--- src/rtl/ascon_pkg.sv ---
// Shared constants, FSM encoding and helpers for the ASCON permutation controller.
// Consumers: round, ascon_perm_ctrl_if, ascon_perm_ctrl (ASCON_PERM_UNROLL2_EN selects the two-round datapath).
package ascon_pkg;

   localparam int STATE_W    = 320;
   localparam int MAX_ROUNDS = 12;
   localparam int LANE_W     = 64;

   // Lane base offsets inside the packed state {x0,x1,x2,x3,x4}
   localparam int X0_LSB = 256;
   localparam int X1_LSB = 192;
   localparam int X2_LSB = 128;
   localparam int X3_LSB = 64;
   localparam int X4_LSB = 0;

   typedef enum logic [1:0] {
      IDLE = 2'd0,
      RUN  = 2'd1,
      DONE = 2'd2
   } fsm_e;

   function automatic logic [7:0] rc(input logic [3:0] idx);
      return {4'd15 - idx, idx};
   endfunction

   // Out-of-range requests (0, 13..15) run the full permutation
   function automatic logic [3:0] n_eff(input logic [3:0] r);
      return ((r == 4'd0) || (r > 4'(MAX_ROUNDS))) ? 4'(MAX_ROUNDS) : r;
   endfunction

   function automatic logic [LANE_W-1:0] ror64(input logic [LANE_W-1:0] x, input int unsigned n);
      return (x >> n) | (x << (LANE_W - n));
   endfunction

endpackage

--- src/rtl/ascon_perm_ctrl_if.sv ---
// Request/response bundle between the AEAD sequencer (master) and the permutation controller (slave).
interface ascon_perm_ctrl_if;

   logic                             start_i;
   logic [3:0]                       rounds_i;
   logic [ascon_pkg::STATE_W-1:0]    state_i;
   logic                             ready_o;
   logic                             busy_o;
   logic                             done_o;
   logic [ascon_pkg::STATE_W-1:0]    state_o;

   modport master (
      output start_i, rounds_i, state_i,
      input  ready_o, busy_o, done_o, state_o
   );

   modport slave (
      input  start_i, rounds_i, state_i,
      output ready_o, busy_o, done_o, state_o
   );

endinterface

--- src/rtl/round.sv ---
// Combinational ASCON round: constant addition, bitsliced 5-bit S-box layer, linear diffusion layer.
module round
   import ascon_pkg::*;
(
   input  logic [STATE_W-1:0] s,
   input  logic [7:0]         C,
   output logic [STATE_W-1:0] s_rout
);

   always_comb begin
      logic [LANE_W-1:0] x0, x1, x2, x3, x4;
      logic [LANE_W-1:0] t0, t1, t2, t3, t4;
      // NOTE: blocking assignments make each S-box step see the value written by the step above it.
      x0 = s[X0_LSB +: LANE_W];
      x1 = s[X1_LSB +: LANE_W];
      x2 = s[X2_LSB +: LANE_W] ^ {{(LANE_W-8){1'b0}}, C};
      x3 = s[X3_LSB +: LANE_W];
      x4 = s[X4_LSB +: LANE_W];

      x0 = x0 ^ x4;
      x4 = x4 ^ x3;
      x2 = x2 ^ x1;
      t0 = ~x0 & x1;
      t1 = ~x1 & x2;
      t2 = ~x2 & x3;
      t3 = ~x3 & x4;
      t4 = ~x4 & x0;
      x0 = x0 ^ t1;
      x1 = x1 ^ t2;
      x2 = x2 ^ t3;
      x3 = x3 ^ t4;
      x4 = x4 ^ t0;
      x1 = x1 ^ x0;
      x0 = x0 ^ x4;
      x3 = x3 ^ x2;
      x2 = ~x2;

      s_rout = '0;
      s_rout[X0_LSB +: LANE_W] = x0 ^ ror64(x0, 19) ^ ror64(x0, 28);
      s_rout[X1_LSB +: LANE_W] = x1 ^ ror64(x1, 61) ^ ror64(x1, 39);
      s_rout[X2_LSB +: LANE_W] = x2 ^ ror64(x2, 1)  ^ ror64(x2, 6);
      s_rout[X3_LSB +: LANE_W] = x3 ^ ror64(x3, 10) ^ ror64(x3, 17);
      s_rout[X4_LSB +: LANE_W] = x4 ^ ror64(x4, 7)  ^ ror64(x4, 41);
   end

endmodule

--- src/rtl/ascon_perm_ctrl.sv ---
// Iterative ASCON p^n controller: loads a state, applies rounds 12-n..11, returns the result with a done pulse.
// Define ASCON_PERM_UNROLL2_EN to chain two rounds per clock; handshake is unchanged.
module ascon_perm_ctrl
   import ascon_pkg::*;
(
   input  logic               clk,
   input  logic               rst,
   ascon_perm_ctrl_if.slave   bus
);

   fsm_e               fsm_q;
   logic [3:0]         idx_q;
   logic [STATE_W-1:0] state_q;
   logic [STATE_W-1:0] state_o_q;
   logic               ready_q;
   logic               busy_q;
   logic               done_q;

   logic [7:0]         rc0;
   logic [STATE_W-1:0] r0_out;
   logic [STATE_W-1:0] round_out;
   logic               last_round;

   assign rc0 = rc(idx_q);

   round u_round0 (
      .s      (state_q),
      .C      (rc0),
      .s_rout (r0_out)
   );

`ifdef ASCON_PERM_UNROLL2_EN
   localparam logic [3:0] IDX_STEP = 4'd2;

   logic [7:0]         rc1;
   logic [STATE_W-1:0] r1_out;
   logic               single_left;

   assign rc1 = rc(idx_q + 4'd1);

   round u_round1 (
      .s      (r0_out),
      .C      (rc1),
      .s_rout (r1_out)
   );

   // Odd round counts finish with only the first instance's result
   assign single_left = (idx_q == 4'(MAX_ROUNDS - 1));
   assign round_out   = single_left ? r0_out : r1_out;
   assign last_round  = (idx_q >= 4'(MAX_ROUNDS - 2));
`else
   localparam logic [3:0] IDX_STEP = 4'd1;

   assign round_out  = r0_out;
   assign last_round = (idx_q == 4'(MAX_ROUNDS - 1));
`endif

   // NOTE: all state updates use non-blocking assignments so every register samples pre-edge values.
   always_ff @(posedge clk) begin
      if (rst) begin
         fsm_q     <= IDLE;
         idx_q     <= '0;
         state_q   <= '0;
         state_o_q <= '0;
         ready_q   <= 1'b1;
         busy_q    <= 1'b0;
         done_q    <= 1'b0;
      end else begin
         done_q <= 1'b0;
         unique case (fsm_q)
            IDLE, DONE: begin
               if (bus.start_i) begin
                  state_q <= bus.state_i;
                  idx_q   <= 4'(MAX_ROUNDS) - n_eff(bus.rounds_i);
                  fsm_q   <= RUN;
                  ready_q <= 1'b0;
                  busy_q  <= 1'b1;
               end else begin
                  fsm_q <= IDLE;
               end
            end
            RUN: begin
               state_q <= round_out;
               idx_q   <= idx_q + IDX_STEP;
               if (last_round) begin
                  fsm_q     <= DONE;
                  state_o_q <= round_out;
                  ready_q   <= 1'b1;
                  busy_q    <= 1'b0;
                  done_q    <= 1'b1;
               end
            end
            default: fsm_q <= IDLE;
         endcase
      end
   end

   assign bus.ready_o = ready_q;
   assign bus.busy_o  = busy_q;
   assign bus.done_o  = done_q;
   assign bus.state_o = state_o_q;

endmodule

--- src/flat_wrapper.sv ---
// flat-port wrapper written by rule: the top's interface ports become plain ports
module ascon_perm_ctrl_flat import ascon_pkg::*;
  (clk, rst, bus_start_i, bus_rounds_i, bus_state_i, bus_ready_o, bus_busy_o, bus_done_o, bus_state_o);
  ascon_perm_ctrl_if bus_i ();
  input  logic clk;
  input  logic rst;
  input wire logic [$bits(bus_i.start_i)-1:0] bus_start_i;
  input wire logic [$bits(bus_i.rounds_i)-1:0] bus_rounds_i;
  input wire logic [$bits(bus_i.state_i)-1:0] bus_state_i;
  output wire logic [$bits(bus_i.ready_o)-1:0] bus_ready_o;
  output wire logic [$bits(bus_i.busy_o)-1:0] bus_busy_o;
  output wire logic [$bits(bus_i.done_o)-1:0] bus_done_o;
  output wire logic [$bits(bus_i.state_o)-1:0] bus_state_o;
  assign bus_i.start_i = bus_start_i;
  assign bus_i.rounds_i = bus_rounds_i;
  assign bus_i.state_i = bus_state_i;
  assign bus_ready_o = bus_i.ready_o;
  assign bus_busy_o = bus_i.busy_o;
  assign bus_done_o = bus_i.done_o;
  assign bus_state_o = bus_i.state_o;
  ascon_perm_ctrl u_core (.clk(clk), .rst(rst), .bus(bus_i));
endmodule
--- config.mk ---
export PLATFORM = sky130hd
export DESIGN_NAME = ascon_perm_ctrl_flat
export DESIGN_NICKNAME = d
export VERILOG_FILES = /design/src/rtl/ascon_pkg.sv /design/src/rtl/ascon_perm_ctrl_if.sv /design/src/rtl/round.sv /design/src/rtl/ascon_perm_ctrl.sv /design/src/flat_wrapper.sv
export SDC_FILE = /design/constraint.sdc
export NUM_CORES = 2
export LEC_CHECK = 0
export CAP_MARGIN = 20
export CORE_MARGIN = 1.5
export CORE_UTILIZATION = 35
export DETAILED_ROUTE_END_ITERATION = 8
export SYNTH_ARGS = -nofsm -noshare
export SYNTH_HDL_FRONTEND = slang
export SYNTH_SLANG_ARGS = --single-unit
--- constraint.sdc ---
create_clock -name clk -period 3.4 [get_ports clk]
set_input_delay 0.68 -clock clk [delete_from_list [all_inputs] [get_ports clk]]
set_output_delay 0.68 -clock clk [all_outputs]
set_load 0.02 [all_outputs]
==> out/metrics.yaml <==
status: "complete, no violations"
fin_crit_sh_pct: 94.6
drv_slew: 0
gp_congestion: 1.09
cts_tree: "yes"
grt_pass1_wl_um: 321000
num-fill-cells: 11700
synth_edf_count: 0
cts_sinks: 649
yosysTopAreaCell: "dfxtp_1"
antenna_found_initial: 11
portBuffers: 649
cts_hold_repair.buffers: 0
dr.pass1.iters: 6
path_delay_family: "XOR/XNOR gates"
dieWidth_um: 352
worstSetupPathType: "register to register"
grt_max_degree: 173
synthTopCellsByArea: "dfxtp_1 31%, xnor3_1 12%, nand2_1 7.6%, xnor2_1 7.6%, ha_1 3.8%"
cts_buffer_depth: 3
layout_commonest_cell: "nand2_1"
hold_class: "primary input to register"
min_period_ns: 3.22
grt_pass1_vias: 39200
drc: 0
vias: 42300
design.portCount: 650
drive_gt1_share_pct: 11.9
cpMaxStageDelayCell: "a21oi_1"
hold_viol_final: 0
synthDistinctLibCells: 62
cts_root_buf: "clkbuf_16"
critPathMaxFanout: 3
final_cell_mix: "865 x nand2_1, 649 x dfxtp_1, 648 x clkdlybuf4s50_1"
yosysWarnings: 0
drv_cap: 0
clock_latency_ns: 0.69
start_kind: "register"
yosys_register_bits: 649
cpPeakStageDelay_ns: 0.78
crit_chain: "buf_4, xnor2_1, nand2_1, xor2_1, xnor3_1, a21oi_1"
via_per_inst: 5.86
tightest_slew_ns: 1.27
syn-num-nets: 5167
fmaxAchievable_mhz: 311
avgSynthCellArea_um2: 9.04
h-tree-depth: 3
clkTransAtPathRegs_ns: 0.06
setup_tns_ns: 0
maxSlewHeadroom_pct: 14.4
drt-total-wl_um: 243000
endpoint_kind: "register"
rsz0062_at_grt: "false"
worstHoldStart: "rst"
synth_ff_type: "dfxtp_1"
finalClockSkew_ns: 0.0429
syn_inst: 4710
ant_nets: 0
critPathLaunch: "u_core.state_q[264]"
routedWlPerCell_um: 33.7
start_util_pct: 35.4
dieArea_um2: 124000
layout.nets: 5995
synthArstFlopShare_pct: 0
coreArea_um2: 120000
worst_r2r_startpoint: "u_core.state_q[264]"
grt_usage_pct: 38.1
overflow: 0
dieHeight_um: 352
critPathArrivalTime_ns: 3.69
yosysSeqAreaShare_pct: 30.5
fin_hold_ws_ns: 0.413
std_cell_rows: 127
synth_area_um2: 42600
cts_setup_buffers: 0
worstPathRequired_ns: 3.87
numCtsBuffers: 82
synthToLayoutAreaGrowth_pct: 31.3
crit_buf_inv: 1
hpwl_um: 199000
synthDominantCellAreaShare_pct: 30.5
finalSetupViolations: 0
final_core_util_pct: 46.5
post_cts_resized: 0
drt-initial-drc-count: 5299
Yosys cell counts (4+ instances only):
cell type / instances
o221ai_1: 14
and2_1: 14
a32o_1: 20
nor2_1: 205
a221oi_1: 5
xor2_1: 170
a21o_1: 13
nor2b_1: 115
buf_1: 22
a31oi_1: 60
dfxtp_1: 649
nand2_1: 865
o311ai_0: 7
a211o_1: 40
nand4_1: 25
o21ai_0: 149
xnor3_1: 221
nand2b_1: 21
o21a_1: 106
buf_2: 31
nand3_1: 63
ha_1: 130
mux2_2: 4
o211a_1: 11
a211oi_1: 71
nor3_2: 4
a21oi_1: 227
nor4_1: 13
a22oi_1: 45
a31o_2: 126
clkbuf_1: 206
xnor2_1: 367
a22o_1: 138
o311ai_1: 7
inv_1: 131
xor3_1: 60
o21ai_1: 79
nor3_1: 50
or3_1: 35
a311oi_1: 65
or2_2: 14
o211ai_1: 76
through the flow:
stage                     worst slack (ns)  cell area, um^2  cells
after global routing                 0.364            55900   7213
after global placement              0.0536            53000   7065
after floorplan                       1.15            42600   4710
after CTS                            0.430            55900   7212
final                                0.183            55900   7217
after detailed placement            0.0550            53000   7065
layer usage:
layer  GRT usage (%)  wire, um  share of wire (%)
met2            57.0    103000                 42
met3            9.87     25600                 11
met5               0        37              0.015
met1            46.7     92000                 38
met4            29.7     22400                9.2
worst reg2reg max path: cells and delay by family (launching register included):
family / cells / cell delay (ns)
AOI/OAI and AO/OA: 1 / 0.78
DFF: 1 / 0.62
and+or+nand+nor: 1 / 0.11
buffers and inverters: 1 / 0.22
xor gates and xnor gates: 3 / 1.27
state kept, by name, indices dropped and copies added, names as in the netlist:
name and count:
u_core.fsm_q 2, u_core.bus.state_o 320, u_core.state_q 320, u_core.idx_q 4, u_core.bus.busy_o 1, u_core.bus.ready_o 1, u_core.bus.done_o 1
cell type report:
cell class	count	area, um^2	share of cell area [%]
clock buffers	107	2320	4.15
well taps	1612	2020	3.61
repair buffers	1007	9370	16.8
multi-input cells	3666	28100	50.3
inverters	132	500	0.895
diodes	4	10.0	0.0179
clock inverters	40	588	1.05
flip-flops and latches	649	13000	23.2
final timing paths:
check                                         endpoint  slack, ns  cells after the start
worst max-delay path                 u_core.state_q[1]       0.18                      6
worst min-delay path               u_core.state_q[191]       0.41                      2
worst max register to register       u_core.state_q[1]       0.18                      6
worst min register to register  u_core.bus.state_o[55]       0.45                      2
cell families after synthesis:
family                     synth area share, %
and+or+nand+nor                           14.5
AOI/OAI and AO/OA                         21.1
xor gates and xnor gates                  26.3
DFF                                       30.5
buffers and inverters                     3.64
adders and majority gates                 3.84
muxes                                    0.106
Power is left out: the tool's default activity adds up to more than one toggle a clock period on the data nets, which glitch-free logic cannot reach.
